--- config.mk ---
export PLATFORM = sky130hd
export DESIGN_NAME = pipelined_cla_addsub_flat
export DESIGN_NICKNAME = d
export VERILOG_FILES = /design/src/rtl/pipelined_cla_addsub_if.sv /design/src/rtl/pipelined_cla_addsub.sv /design/src/flat_wrapper.sv
export SDC_FILE = /design/constraint.sdc
export NUM_CORES = 1
export LEC_CHECK = 0
export BUFFER_PORTS_ARGS = -buffer_cell sky130_fd_sc_hd__buf_2
export CELL_PAD_IN_SITES_DETAIL_PLACEMENT = 2
export CELL_PAD_IN_SITES_GLOBAL_PLACEMENT = 2
export CORE_ASPECT_RATIO = 1.4
export CORE_MARGIN = 1.5
export CORE_UTILIZATION = 39
export DETAILED_ROUTE_END_ITERATION = 12
export GPL_TIMING_DRIVEN = 0
export HOLD_SLACK_MARGIN = 0.06
export PLACE_DENSITY_LB_ADDON = 0.1
export SLEW_MARGIN = 20
export SYNTH_ARGS = -nofsm -noshare
export SYNTH_HDL_FRONTEND = slang
export SYNTH_SLANG_ARGS = --single-unit
--- constraint.sdc ---
create_clock -name clk -period 6.5 [get_ports clk]
set_clock_uncertainty 0.15 [all_clocks]
set_input_delay 0.325 -clock clk [delete_from_list [all_inputs] [get_ports clk]]
set_output_delay 0.325 -clock clk [all_outputs]
set_load 0.005 [all_outputs]
--- src/rtl/pipelined_cla_addsub_if.sv ---
// Operand/result handshake bundle for pipelined_cla_addsub.
// Signals:
//   in_valid/in_ready   operand beat handshake (in_ready driven by the adder)
//   in_a, in_b         WIDTH-bit operands
//   in_cin             carry-in, only honoured for additions
//   in_sub             1 = A-B, 0 = A+B+cin
//   out_valid/out_ready result beat handshake (out_ready driven by the consumer)
//   out_sum            WIDTH-bit result
//   out_cout/out_ovf/out_zero  carry-out, signed overflow, zero flags
// Modports: master = operand producer / result consumer, slave = the adder.
interface pipelined_cla_addsub_if #(
  parameter int WIDTH = 32
);
  logic             in_valid;
  logic             in_ready;
  logic [WIDTH-1:0] in_a;
  logic [WIDTH-1:0] in_b;
  logic             in_cin;
  logic             in_sub;
  logic             out_valid;
  logic             out_ready;
  logic [WIDTH-1:0] out_sum;
  logic             out_cout;
  logic             out_ovf;
  logic             out_zero;

  modport master (
    output in_valid, in_a, in_b, in_cin, in_sub, out_ready,
    input  in_ready, out_valid, out_sum, out_cout, out_ovf, out_zero
  );

  modport slave (
    input  in_valid, in_a, in_b, in_cin, in_sub, out_ready,
    output in_ready, out_valid, out_sum, out_cout, out_ovf, out_zero
  );
endinterface

--- src/rtl/pipelined_cla_addsub.sv ---
// Pipelined carry-lookahead adder/subtractor.
// Each pipeline stage resolves one SLICE-bit (16-bit) slice with a
// 4-bit-group / 16-bit-block lookahead network; the slice carry-out is
// registered and consumed by the next stage. Unprocessed operand bits are
// carried forward shifted down (skew) and finished result slices are carried
// forward in place (de-skew), so the final stage presents an aligned result.
// Ports:
//   clk  rising-edge clock
//   rst  synchronous active-high reset, clears every stage
//   bus  slave side of pipelined_cla_addsub_if (valid/ready in and out,
//        operands, result and carry/overflow/zero flags)
// Latency is NSTG = WIDTH/SLICE cycles, throughput one beat per cycle.
module pipelined_cla_addsub #(
  parameter int WIDTH = 32,
  parameter int SLICE = 16
) (
  input  logic                     clk,
  input  logic                     rst,
  pipelined_cla_addsub_if.slave    bus
);
  localparam int NSTG = WIDTH / SLICE;

  if (SLICE != 16 || WIDTH < SLICE || (WIDTH % SLICE) != 0) begin : g_bad_param
    $error("pipelined_cla_addsub: WIDTH must be a non-zero multiple of SLICE, SLICE must be 16");
  end

  // One 16-bit slice: returns {carry into slice MSB, carry out, sum}.
  function automatic logic [SLICE+1:0] cla_slice(
    input logic [SLICE-1:0] a,
    input logic [SLICE-1:0] b,
    input logic             c
  );
    logic [SLICE-1:0] p;
    logic [SLICE-1:0] g;
    logic [3:0]       gp;
    logic [3:0]       gg;
    logic [4:0]       cg;
    logic [SLICE:0]   cb;
    logic             bp;
    logic             bg;
    p = a ^ b;
    g = a & b;
    for (int j = 0; j < 4; j++) begin
      gp[j] = &p[4*j +: 4];
      gg[j] = g[4*j+3]
            | (p[4*j+3] & g[4*j+2])
            | (p[4*j+3] & p[4*j+2] & g[4*j+1])
            | (p[4*j+3] & p[4*j+2] & p[4*j+1] & g[4*j]);
    end
    // Block lookahead: every group carry-in directly from the slice carry-in.
    bg = gg[3] | (gp[3] & gg[2]) | (gp[3] & gp[2] & gg[1]) | (gp[3] & gp[2] & gp[1] & gg[0]);
    bp = &gp;
    cg[0] = c;
    cg[1] = gg[0] | (gp[0] & c);
    cg[2] = gg[1] | (gp[1] & gg[0]) | (gp[1] & gp[0] & c);
    cg[3] = gg[2] | (gp[2] & gg[1]) | (gp[2] & gp[1] & gg[0]) | (gp[2] & gp[1] & gp[0] & c);
    cg[4] = bg | (bp & c);
    for (int j = 0; j < 4; j++) begin
      cb[4*j] = cg[j];
      for (int i = 0; i < 3; i++) begin
        cb[4*j+i+1] = g[4*j+i] | (p[4*j+i] & cb[4*j+i]);
      end
    end
    cb[SLICE] = cg[4];
    return {cb[SLICE-1], cb[SLICE], p ^ cb[SLICE-1:0]};
  endfunction

  logic advance;

  // Stage registers.
  logic             valid_reg [NSTG];
  logic [WIDTH-1:0] a_reg     [NSTG];
  logic [WIDTH-1:0] b_reg     [NSTG];
  logic [WIDTH-1:0] sum_reg   [NSTG];
  logic             c_reg     [NSTG];
  logic             ovf_reg   [NSTG];

  // Per-stage sources (predecessor) and next values.
  logic             v_src     [NSTG];
  logic [WIDTH-1:0] a_src     [NSTG];
  logic [WIDTH-1:0] b_src     [NSTG];
  logic [WIDTH-1:0] sum_src   [NSTG];
  logic             c_src     [NSTG];
  logic [WIDTH-1:0] a_next    [NSTG];
  logic [WIDTH-1:0] b_next    [NSTG];
  logic [WIDTH-1:0] sum_next  [NSTG];
  logic             c_next    [NSTG];
  logic             ovf_next  [NSTG];

  assign advance = bus.out_ready | ~bus.out_valid;

  for (genvar gi = 0; gi < NSTG; gi++) begin : g_stg
    logic [SLICE+1:0] res;

    if (gi == 0) begin : g_first
      // Subtraction is A + ~B + 1.
      assign v_src[gi]   = bus.in_valid;
      assign a_src[gi]   = bus.in_a;
      assign b_src[gi]   = bus.in_sub ? ~bus.in_b : bus.in_b;
      assign c_src[gi]   = bus.in_sub | bus.in_cin;
      assign sum_src[gi] = '0;
    end else begin : g_rest
      assign v_src[gi]   = valid_reg[gi-1];
      assign a_src[gi]   = a_reg[gi-1];
      assign b_src[gi]   = b_reg[gi-1];
      assign c_src[gi]   = c_reg[gi-1];
      assign sum_src[gi] = sum_reg[gi-1];
    end

    assign res = cla_slice(a_src[gi][SLICE-1:0], b_src[gi][SLICE-1:0], c_src[gi]);

    // Operands are shifted so the next stage always works on the low slice.
    assign a_next[gi]   = a_src[gi] >> SLICE;
    assign b_next[gi]   = b_src[gi] >> SLICE;
    // Slice gi of sum_src is still zero, so OR-ing drops the new slice in place.
    assign sum_next[gi] = sum_src[gi] | ({{(WIDTH-SLICE){1'b0}}, res[SLICE-1:0]} << (gi*SLICE));
    assign c_next[gi]   = res[SLICE];
    assign ovf_next[gi] = res[SLICE+1] ^ res[SLICE];
  end

  always_ff @(posedge clk) begin
    if (rst) begin
      for (int k = 0; k < NSTG; k++) begin
        valid_reg[k] <= 1'b0;
        a_reg[k]     <= '0;
        b_reg[k]     <= '0;
        sum_reg[k]   <= '0;
        c_reg[k]     <= 1'b0;
        ovf_reg[k]   <= 1'b0;
      end
    end else if (advance) begin
      for (int k = 0; k < NSTG; k++) begin
        valid_reg[k] <= v_src[k];
        a_reg[k]     <= a_next[k];
        b_reg[k]     <= b_next[k];
        sum_reg[k]   <= sum_next[k];
        c_reg[k]     <= c_next[k];
        ovf_reg[k]   <= ovf_next[k];
      end
    end
  end

  assign bus.in_ready  = advance;
  assign bus.out_valid = valid_reg[NSTG-1];
  assign bus.out_sum   = sum_reg[NSTG-1];
  assign bus.out_cout  = c_reg[NSTG-1];
  assign bus.out_ovf   = ovf_reg[NSTG-1];
  // Gated with valid so the flag is 0 out of reset like the other flags.
  assign bus.out_zero  = valid_reg[NSTG-1] & ~(|sum_reg[NSTG-1]);
endmodule
--- src/flat_wrapper.sv ---
// flat-port wrapper written by rule: the top's interface ports become plain ports
module pipelined_cla_addsub_flat 
#(
  parameter int WIDTH = 32,
  parameter int SLICE = 16
)
  (clk, rst, bus_in_valid, bus_in_a, bus_in_b, bus_in_cin, bus_in_sub, bus_out_ready, bus_in_ready, bus_out_valid, bus_out_sum, bus_out_cout, bus_out_ovf, bus_out_zero);
  pipelined_cla_addsub_if #(.WIDTH(WIDTH)) bus_i ();
  input  logic clk;
  input  logic rst;
  input wire logic [$bits(bus_i.in_valid)-1:0] bus_in_valid;
  input wire logic [$bits(bus_i.in_a)-1:0] bus_in_a;
  input wire logic [$bits(bus_i.in_b)-1:0] bus_in_b;
  input wire logic [$bits(bus_i.in_cin)-1:0] bus_in_cin;
  input wire logic [$bits(bus_i.in_sub)-1:0] bus_in_sub;
  input wire logic [$bits(bus_i.out_ready)-1:0] bus_out_ready;
  output wire logic [$bits(bus_i.in_ready)-1:0] bus_in_ready;
  output wire logic [$bits(bus_i.out_valid)-1:0] bus_out_valid;
  output wire logic [$bits(bus_i.out_sum)-1:0] bus_out_sum;
  output wire logic [$bits(bus_i.out_cout)-1:0] bus_out_cout;
  output wire logic [$bits(bus_i.out_ovf)-1:0] bus_out_ovf;
  output wire logic [$bits(bus_i.out_zero)-1:0] bus_out_zero;
  assign bus_i.in_valid = bus_in_valid;
  assign bus_i.in_a = bus_in_a;
  assign bus_i.in_b = bus_in_b;
  assign bus_i.in_cin = bus_in_cin;
  assign bus_i.in_sub = bus_in_sub;
  assign bus_i.out_ready = bus_out_ready;
  assign bus_in_ready = bus_i.in_ready;
  assign bus_out_valid = bus_i.out_valid;
  assign bus_out_sum = bus_i.out_sum;
  assign bus_out_cout = bus_i.out_cout;
  assign bus_out_ovf = bus_i.out_ovf;
  assign bus_out_zero = bus_i.out_zero;
  pipelined_cla_addsub #(.WIDTH(WIDTH), .SLICE(SLICE)) u_core (.clk(clk), .rst(rst), .bus(bus_i));
endmodule
* Word-level counts from Yosys, hierarchy flattened *
Memories as Yosys holds them, arrays and structs flattened.
Cells that the tools add are included.

storage, ports and cells
  bits in writable memories = 134
  input port bits = 70
  memories = 6
  logic and storage cells = 224
  flip-flop bits (word level) = 0

memories
  name              depth  bits a word  read ports  clocked after memory_dff  wr ports  line                        RTL
  u_core.sum_reg    2      32           2           0                         2         pipelined_cla_addsub.sv:74  logic [WIDTH-1:0] sum_reg [NSTG];
  u_core.a_reg      2      16           1           0                         2         pipelined_cla_addsub.sv:72  logic [WIDTH-1:0] a_reg [NSTG];
  u_core.b_reg      2      16           1           0                         2         pipelined_cla_addsub.sv:73  logic [WIDTH-1:0] b_reg [NSTG];
  u_core.c_reg      2      1            2           0                         2         pipelined_cla_addsub.sv:75  logic c_reg [NSTG];
  u_core.ovf_reg    2      1            1           0                         2         pipelined_cla_addsub.sv:76  logic ovf_reg [NSTG];
  u_core.valid_reg  2      1            2           0                         2         pipelined_cla_addsub.sv:71  logic valid_reg [NSTG];

cells by class
  multiplexer cells = 18
  reductions and logical operators = 11
  bitwise logic cells = 189

operators with widths
  cell               number
  $mux 32            3
  $and 1x1->1        95
  $or 1x1->1         82
  $mux 16            4
  $xor 16x16->16     4
  $and 16x16->16     2
  $not 32->32        1
  $or 32x32->32      1
  $reduce_and 16->1  2
  $reduce_and 4->1   8
  $reduce_or 32->1   1
  $mux 1             11
  $not 1->1          2
  $xor 1x1->1        2

* Longest topological paths before layout *
Gate-level depths: netlist of run 1.

  depth after elaboration = 19
  depth in mapped cells = 15
  mapped depth without buffers = 13

* Worst setup path before layout of run 1 *
Ideal clock, no wire load.

  path kind = input -> register
  start point = input port bus_in_sub
  end point = memory u_core.sum_reg[0][10], data pin
  buffers on the path = 2
  data arrival time = 3.039 ns
  setup time = 0.255 ns
  slack = 3.056 ns
  stages = 14
  cell sequence = buf_6 buf_2 xor2_1 ha_1 nand3_1 a21oi_1 o31a_1 nor2_1 o21a_1 fa_1 fa_1 inv_1 fa_1 and2_1

RTL lines
  item                line                        RTL
  start: declaration  flat_wrapper.sv:15          input wire logic [$bits(bus_i.in_sub)-1:0] bus_in_sub;
  end: declaration    pipelined_cla_addsub.sv:74

==> results_dict.tcl, run 1 <==
set metrics [dict create \
    grt_usage_pct 21.1 \
    critPathLaunch "u_core.b_reg[0][2]$_SDFFCE_PN0P_" \
    p_comb_share_pct 19.9 \
    wl_per_cell_um 19.9 \
    cp-end-kind "flop" \
    min_period_over_period_pct 60.5 \
    drc 0 \
    synthTopCellsByArea "edfxtp_1 (53%), fa_1 (9.9%), ha_1 (8.3%), and2_1 (5.8%), xnor2_1 (3.6%)" \
    p_sw_share_pct 27.2 \
    final_hold_viol_count 0 \
    seq_power_share_pct 46.9 \
    slew_violations 0 \
    gr-max-usage-layer "met2" \
    tns_ps 0 \
    synth-seq-cells 85 \
    grt_pass1_vias 3848 \
    routed_via_density 5.11 \
    maxCapViolCount 0 \
    ys_async_sr_fraction_pct 0 \
    final_common_cell "buf_2" \
    r2r_start "u_core.b_reg[0][2]$_SDFFCE_PN0P_" \
    io_pins 107 \
    antenna_found_initial 0 \
    die_h_um 135 \
    clkTransAtPathRegs_ps 70 \
    cts_made_buffers 9 \
    holdBufCountCts 0 \
    peakVddDrop_mv 0.119 \
    placed_area_um2 5580 \
    largest_reg_flops 48 \
    seqCellArea_um2 2550 \
    synth.avg_cell_area_um2 12.5 \
    clkSinkCount 85 \
    ys.flop_type "edfxtp_1" \
    htree_num_levels 3 \
    drtPass1Iterations 4 \
    leakagePower_uw 0.00270 \
    cts_root_buffer "clkbuf_16" \
    ctsResizeCount 0 \
    cts.path.max_buffers 2 \
    timing.fmax_ghz 0.254 \
    cp.arrival_ps 3960 \
    placementRows 47 \
    ys_seq_area_share_pct 52.8 \
    synth_edf_count 85 \
    setup_viol 0 \
    min_path_type "in -> reg" \
    drt_iter0_drc 69 \
    final_antenna_net_count 0 \
    ff2ff_path_depth 11 \
    yosysTopAreaCell "edfxtp_1" \
    r2r-end "u_core.ovf_reg[1]$_SDFFCE_PN0P_" \
    syn-cell-area_um2 4840 \
    fillCellCount 1269 \
    vias 3360 \
    diodes 0 \
    dieArea_um2 13100 \
    overflow 0 \
    synthDistinctLibCells 35 \
    grt_max_degree 56 \
    p_int_uw 1120 \
    crit_type "reg -> reg" \
    worst_pin_slew_ps 633 \
    syn_inst 388 \
    setup_ws_ps 2570 \
    clkPwrFrac_pct 33.2 \
    wl_mm 13.1 \
    rsz0062_at_grt "no" \
    path_max_fanout 3 \
    crit_end "u_core.ovf_reg[1]$_SDFFCE_PN0P_" \
    rrSetupSlack_ps 2570 \
    yosysWarnings 0 \
    most-common-layout-cells "buf_2 (109), edfxtp_1 (85), and2_1 (45)" \
    syn_nets 514 \
    pre_cts_ws_ps 2540 \
    nNetsFinal 631 \
    insertion_delay_ps 350 \
    worstPathRequired_ps 6520 \
    grtUsageMet3_pct 4.04 \
    start_util_pct 40.5 \
    die_w_um 97.1 \
    coreArea_um2 11900 \
    cts_tree "yes" \
    globalplace.congestion 0.799 \
    use_met2_pct 40.6 \
    switching_power_uw 419 \
    pwr_density_cell_nw_per_um2 263 \
    synthToLayoutAreaGrowth_pct 21.3 \
    synth_top_area_share_pct 52.8 \
    relSlewSlack_pct 57.8 \
    multi_input_area_um2 2090 \
    postCtsSetupBuffers 0 \
    grt_use_met1_pct 22.7 \
    finalCriticalPeriod_ps 3930 \
    drive_gt1_share_pct 24.9 \
    dp_hpwl_mm 10.4 \
    status "finished clean" \
    port_buffers 105 \
    fin_area_um2 5870 \
    cp-start-kind "flop" \
    grt_pass1_wl_mm 20.4 \
]
## area by class of cell
cell class | count | area share, %
Buffer | 13 | 1.04
Inverter | 37 | 2.37
Sequential cell | 85 | 43.5
Clock inverter | 6 | 1.07
Timing Repair Buffer | 106 | 9.43
Clock buffer | 10 | 3.90
Multi-Input combinational cell | 253 | 35.6
Tap cell | 147 | 3.13
## cell usage after synthesis, drive strengths merged (2+ instances only)
| cell | count |
|---|---|
| fa | 24 |
| nand2 | 6 |
| nor2 | 43 |
| a21oi | 15 |
| nand3 | 3 |
| a21o | 4 |
| inv | 37 |
| nor3 | 3 |
| nand4 | 6 |
| xnor2 | 20 |
| buf | 5 |
| clkbuf | 8 |
| o211ai | 2 |
| edfxtp | 85 |
| nand2b | 3 |
| nor2b | 2 |
| ha | 32 |
| xor2 | 20 |
| o21ai | 7 |
| and2 | 45 |
| nor4 | 6 |
## critical path: stages, from the launching register on
cell and delay, ps:
edfxtp_1 400, ha_1 340, a21oi_1 140, o21ai_0 210, o21ai_0 220, nand2b_1 160
a21o_1 220, fa_1 460, fa_1 470, fa_1 530, a31o_2 280, a21oi_1 190
## stage by stage
stage / utilization, % / hold WS [ps] / std cells / power, µW
floorplan: - / 347 / 388 / 899
global placement: 46.5 / 350 / 640 / 1010
detailed placement: 46.7 / 359 / 641 / 1050
CTS: 49.1 / 95.4 / 657 / 1560
global route: 49.1 / 102 / 657 / 1620
finish: 49.1 / 103 / 657 / 1540
## power by group through the flow
| stage | logic [µW] | clock network [µW] | registers [µW] |
|---|---|---|---|
| 2_1_floorplan | 173 | 0 | 726 |
| 3_3_place_gp | 284 | 0 | 729 |
| 3_5_place_dp | 314 | 0 | 736 |
| 4_1_cts | 318 | 521 | 725 |
| 5_1_grt | 350 | 538 | 731 |
| 6_report | 307 | 511 | 723 |
## how the worst min path moves through the flow
stage	start	end	slack, ps	cells past startpoint
4_1_cts	bus_in_a[19]	u_core.a_reg[0][3]$_SDFFCE_PN0P_	100	2
3_3_place_gp	u_core.sum_reg[0][8]$_SDFFCE_PN0P_	u_core.sum_reg[0][40]$_SDFFCE_PN0P_	350	1
2_1_floorplan	u_core.sum_reg[0][0]$_SDFFCE_PN0P_	u_core.sum_reg[0][32]$_SDFFCE_PN0P_	350	1
5_1_grt	bus_in_a[19]	u_core.a_reg[0][3]$_SDFFCE_PN0P_	100	2
6_report	bus_in_a[19]	u_core.a_reg[0][3]$_SDFFCE_PN0P_	100	2
3_5_place_dp	u_core.sum_reg[0][1]$_SDFFCE_PN0P_	u_core.sum_reg[0][33]$_SDFFCE_PN0P_	360	1
## kinds of logic after synthesis
kind of cell	synth area share (%)
AND/OR/NAND/NOR	13.0
flip-flops	52.8
adder cells (fa/ha/maj)	18.2
buffers and inverters	4.14
XOR/XNOR	7.24
AO/OA/AOI/OAI	4.61
## routing by layer
layer | vias up | routed length, µm
li1 | 1561 | -
met1 | 1700 | 4800
met2 | 83 | 7480
met3 | 16 | 521
met4 | 0 | 248
met5 | - | 0
(Power assumes the default switching activity.)
==> run 2, diff against run 1 <==
--- a/config.mk
+++ b/config.mk
@@ -10,7 +10,7 @@
 export CELL_PAD_IN_SITES_GLOBAL_PLACEMENT = 2
 export CORE_ASPECT_RATIO = 1.4
 export CORE_MARGIN = 1.5
-export CORE_UTILIZATION = 39
+export CORE_UTILIZATION = 36
 export DETAILED_ROUTE_END_ITERATION = 12
 export GPL_TIMING_DRIVEN = 0
 export HOLD_SLACK_MARGIN = 0.06
==> constraint.sdc (replaced) <==
create_clock -name clk -period 3.7 [get_ports clk]
set_clock_uncertainty 0.15 [all_clocks]
set_input_delay 0.185 -clock clk [delete_from_list [all_inputs] [get_ports clk]]
set_output_delay 0.185 -clock clk [all_outputs]
set_load 0.005 [all_outputs]
==> run 2 against run 1 <==
- hold slack worse by 33 ps
- critical endpoint is now u_core.sum_reg[0][63]$_SDFFCE_PN0P_
- cell count rose by 9.3%
- first-iteration DRC count shrank 20%
- die area grew 8.1%
- flip-flop and latch count stayed put
- clock power up 89%
- global-route usage decreased by 2.3 points
- non-clock buffer count grew 30
- combinational power increased by 79%
- sequential power rose by 76%
==> results_dict.tcl, run 2 (synthesis gave the netlist of run 1 again) <==
set metrics [dict create \
    rrSetupSlack_ps 200 \
    dp_hpwl_mm 9.66 \
    p_int_uw 2060 \
    tns_ps 0 \
    timing.fmax_ghz 0.286 \
    final_antenna_net_count 0 \
    dieArea_um2 14100 \
    htree_num_levels 3 \
    cts_root_buffer "clkbuf_16" \
    coreArea_um2 13000 \
    min_period_over_period_pct 94.6 \
    fin_area_um2 6240 \
    die_h_um 140 \
    synthToLayoutAreaGrowth_pct 29.0 \
    grt_pass1_vias 3780 \
    clkSinkCount 85 \
    diodes 0 \
    insertion_delay_ps 340 \
    io_pins 107 \
    postCtsSetupBuffers 0 \
    cts.path.max_buffers 2 \
    globalplace.congestion 0.782 \
    leakagePower_uw 0.00283 \
    die_w_um 101 \
    clkPwrFrac_pct 34.7 \
    placementRows 49 \
    status "finished clean" \
    overflow 0 \
    cp-start-kind "flop" \
    grt_max_degree 50 \
    start_util_pct 37.2 \
    switching_power_uw 731 \
    final_hold_viol_count 0 \
    drtPass1Iterations 4 \
    cp-end-kind "flop" \
    wl_per_cell_um 17.8 \
    cp.arrival_ps 3420 \
    pwr_density_cell_nw_per_um2 447 \
    routed_via_density 4.74 \
    min_path_type "in -> reg" \
    wl_mm 12.8 \
    final_common_cell "buf_2" \
    fillCellCount 1365 \
    drive_gt1_share_pct 24.3 \
    total_power_uw 2790 \
    drc 0 \
    seq_power_share_pct 45.6 \
    grt_usage_pct 18.9 \
    crit_type "reg -> reg" \
    worst_pin_slew_ps 653 \
    drt_iter0_drc 55 \
    setup_viol 0 \
    placed_area_um2 5610 \
    peakVddDrop_mv 0.180 \
    rsz0062_at_grt "no" \
    crit_path_cell_trace "ha_1 > a21oi_1 > o21ai_2 > o21ai_1 > nand2b_1 > a21o_1 > fa_1 > fa_2 > fa_2 > xnor2_1 > nor2_1" \
    p_comb_share_pct 19.7 \
    grt_pass1_wl_mm 19.8 \
    largest_reg_flops 48 \
    place_inst 672 \
    fin_cells 718 \
    cts_tree "yes" \
    most-common-layout-cells "buf_2 (109), edfxtp_1 (85), and2_1 (45)" \
    critPathMostFrequentCell "fa_2" \
    clkTransAtPathRegs_ps 60 \
    maxCapViolCount 0 \
    slew_violations 0 \
    path_max_fanout 3 \
    crit_path_top_delay_cell "fa_1" \
    worstPathRequired_ps 3620 \
    antenna_found_initial 0 \
    finalCriticalPeriod_ps 3500 \
    relSlewSlack_pct 56.5 \
    slowest_delay_ps 460 \
    cts_made_buffers 9 \
    nNetsFinal 661 \
    port_buffers 105 \
    p_sw_share_pct 26.2 \
    vias 3400 \
]
[run 2: changes by cell type in the layout (fill, tap and decap cells not counted), sizes merged]
cell / previous run / this run
clkinv: 3 / 2
dlygate4sd3: 0 / 30
bufinv: 1 / 2
inv: 38 / 37
clkinvlp: 1 / 2
[run 2: stage by stage]
step | hold slack (ps) | setup slack (ps) | utilization [%]
6_report | 70.6 | 200 | 48.0
5_1_grt | 92.9 | 17.0 | 48.0
4_1_cts | 62.8 | 38.5 | 48.0
3_5_place_dp | 317 | -159 | 43.2
3_3_place_gp | 313 | -49.3 | 43.0
2_1_floorplan | 233 | 358 | -
[run 2: timing repair]
item / 4_1_cts / 5_1_grt
pin swaps: 0 / 0
resized for setup: 3 / 2
hold endpoints to repair: 30 / 0
endpoints found under the setup margin: 3 / 3
hold buffers: 30 / 0
[run 2: per-layer routing]
layer,up-vias,routed length [µm],track usage (%)
li1,1616,-,-
met1,1707,5150,21.6
met2,69,7000,35.1
met3,8,434,3.19
met4,0,170,6.14
met5,-,0,0
[run 2: cell type report]
type                    instances  area (µm²)  area share [%]
clock inverters                 6        87.6            1.40
clock buffers                  10         229            3.67
flip-flops and latches         85        2550            40.9
well taps                     178         223            3.57
inverters                      37         139            2.23
repair buffers                136         853            13.7
multi-input cells             253        2090            33.6
plain buffers                  13        61.3           0.983
[run 2: path summary, 6_finish.rpt]
kind | start | endpoint | cells after the start
setup reg to reg | u_core.b_reg[0][2]$_SDFFCE_PN0P_ | u_core.sum_reg[0][63]$_SDFFCE_PN0P_ | 11
setup / recovery | u_core.b_reg[0][2]$_SDFFCE_PN0P_ | u_core.sum_reg[0][63]$_SDFFCE_PN0P_ | 11
hold / removal | bus_in_b[17] | u_core.b_reg[0][1]$_SDFFCE_PN0P_ | 3
hold reg to reg | u_core.sum_reg[0][3]$_SDFFCE_PN0P_ | u_core.sum_reg[0][35]$_SDFFCE_PN0P_ | 1
[run 2: critical path: cells and delay by family, from the launching register on]
family,cells,cell delay [ps]
flops,1,390
fa+ha+maj,4,1660
compound gates,4,670
simple gates,2,180
xor+xnor,1,180
[run 2: power groups by stage]
stage / sequential [µW] / combinational [µW] / clock, µW
floorplan: 1280 / 305 / 0
global placement: 1280 / 502 / 0
detailed placement: 1290 / 532 / 0
CTS: 1270 / 563 / 985
global route: 1280 / 627 / 1020
finish: 1270 / 549 / 967
==> run 3, diff against run 2 <==
--- a/config.mk
+++ b/config.mk
@@ -15,6 +15,7 @@
 export GPL_TIMING_DRIVEN = 0
 export HOLD_SLACK_MARGIN = 0.06
 export PLACE_DENSITY_LB_ADDON = 0.1
+export RECOVER_POWER = 50
 export SLEW_MARGIN = 20
 export SYNTH_ARGS = -nofsm -noshare
 export SYNTH_HDL_FRONTEND = slang
==> run 3 against run 2 <==
- flip-flop and latch count did not move
- critical path depth unchanged
- the run now ends with capacitance limit, slew limit left
- clock power hardly changed
- non-clock buffer count is the same
- routed wire length grew 0.14%
==> results_dict.tcl, run 3 (synthesis gave the netlist of run 1 again) <==
set metrics [dict create \
    io_pins 107 \
    postCtsSetupBuffers 0 \
    diodes 0 \
    min_period_over_period_pct 94.6 \
    grt_max_degree 50 \
    final_antenna_net_count 0 \
    routed_via_density 4.76 \
    final_hold_viol_count 0 \
    maxCapViolCount 1 \
    drt_iter0_drc 56 \
    dieArea_um2 14100 \
    antenna_found_initial 0 \
    cp-end-kind "flop" \
    cp-start-kind "flop" \
    use_met2_pct 35.1 \
    leakagePower_uw 0.00274 \
    port_buffers 105 \
    path_max_fanout 3 \
    nNetsFinal 661 \
    die_h_um 140 \
    setup_viol 0 \
    clkSinkCount 85 \
    clkTransAtPathRegs_ps 60 \
    globalplace.congestion 0.782 \
    rsz0062_at_grt "no" \
    grtUsageMet3_pct 3.19 \
    finalCriticalPeriod_ps 3500 \
    relSlewSlack_pct -16.6 \
    drive_gt1_share_pct 20.0 \
    status "finished with violations" \
    vias 3415 \
    peakVddDrop_mv 0.179 \
    grt_pass1_vias 3780 \
    grt_usage_pct 18.9 \
    start_util_pct 37.2 \
    crit_type "reg -> reg" \
    worst_pin_slew_ps 1750 \
    largest_reg_flops 48 \
    gr-max-usage-layer "met2" \
    wl_mm 12.8 \
    setup_ws_ps 200 \
    cts_tree "yes" \
    fin_cells 718 \
    worstPathRequired_ps 3620 \
    slew_violations 37 \
    violations "capacitance limit, slew limit" \
    grt_use_met1_pct 21.6 \
    grt_pass1_wl_mm 19.8 \
    wl_per_cell_um 17.8 \
    drtPass1Iterations 4 \
    most-common-layout-cells "buf_2 (87), edfxtp_1 (85), nor2_1 (43)" \
    cts.path.max_buffers 2 \
    cts_root_buffer "clkbuf_16" \
    placementRows 49 \
    min_path_type "in -> reg" \
    overflow 0 \
    place_inst 672 \
    whs_ps 69.8 \
    insertion_delay_ps 340 \
    htree_num_levels 3 \
    pre_cts_ws_ps -159 \
    die_w_um 101 \
    synthToLayoutAreaGrowth_pct 28.4 \
    drc 0 \
    final_common_cell "buf_2" \
    timing.fmax_ghz 0.286 \
    dp_hpwl_mm 9.66 \
    cts_made_buffers 9 \
    fillCellCount 1382 \
    pwr_density_cell_nw_per_um2 448 \
    coreArea_um2 13000 \
    cp.arrival_ps 3420 \
]
## run 3: cell types whose count changed in the layout (fill, tap and decap cells not counted), sizes merged
| cell | delta |
|---|---|
| clkbuf | +22 |
| buf | -22 |
## run 3: final timing paths
check	startpoint	cells past startpoint	endpoint	slack, ps
setup reg to reg	u_core.b_reg[0][2]$_SDFFCE_PN0P_	11	u_core.sum_reg[0][63]$_SDFFCE_PN0P_	200
hold / removal	bus_in_b[17]	3	u_core.b_reg[0][1]$_SDFFCE_PN0P_	70
setup / recovery	u_core.b_reg[0][2]$_SDFFCE_PN0P_	11	u_core.sum_reg[0][63]$_SDFFCE_PN0P_	200
hold reg to reg	u_core.sum_reg[0][3]$_SDFFCE_PN0P_	1	u_core.sum_reg[0][35]$_SDFFCE_PN0P_	370
## run 3: stage by stage
stage	instance area, µm²	setup TNS (ps)	util (%)	power (µW)
3_3_place_gp	5580	-108	43.0	1780
5_1_grt	6210	0	47.8	2920
4_1_cts	6230	0	48.0	2820
6_report	6210	0	47.8	2780
2_1_floorplan	4840	0	-	1580
3_5_place_dp	5610	-451	43.2	1830
## run 3: routing by layer
| metal | wire length, µm | up-vias | part of all wire [%] |
|---|---|---|---|
| li1 | - | 1616 | - |
| met1 | 5150 | 1718 | 40 |
| met2 | 6990 | 73 | 55 |
| met3 | 456 | 8 | 3.6 |
| met4 | 170 | 0 | 1.3 |
| met5 | 0 | - | 0 |
## run 3: what timing repair did
item / CTS / global route
endpoints found under the hold margin: 30 / 0
gates resized for setup: 3 / 2
hold buffers: 30 / 0
endpoints found under the setup margin: 3 / 3
## run 3: critical path: stages (launching register included)
cell and delay [ps]:
edfxtp_1 390, ha_1 330, a21oi_1 190, o21ai_2 120, o21ai_1 150, nand2b_1 130, a21o_1 210, fa_1 460
fa_2 430, fa_2 440, xnor2_1 180, nor2_1 50
## run 3: final cells by class
| cell class | count | area [µm²] | share of cell area, % |
|---|---|---|---|
| flip-flops and latches | 85 | 2550 | 41.1 |
| multi-input cells | 253 | 2090 | 33.7 |
| repair buffers | 136 | 827 | 13.3 |
| clock buffers | 10 | 229 | 3.69 |
| well taps | 178 | 223 | 3.59 |
| inverters | 37 | 139 | 2.24 |
| clock inverters | 6 | 87.6 | 1.41 |
| plain buffers | 13 | 60.1 | 0.967 |
## run 3: power by group
group,internal [µW],switching [µW],leakage [µW]
Clock,591,376,0.000146
Sequential,1210,65.3,0.000988
Combinational,251,290,0.00160
Total,2050,731,0.00274
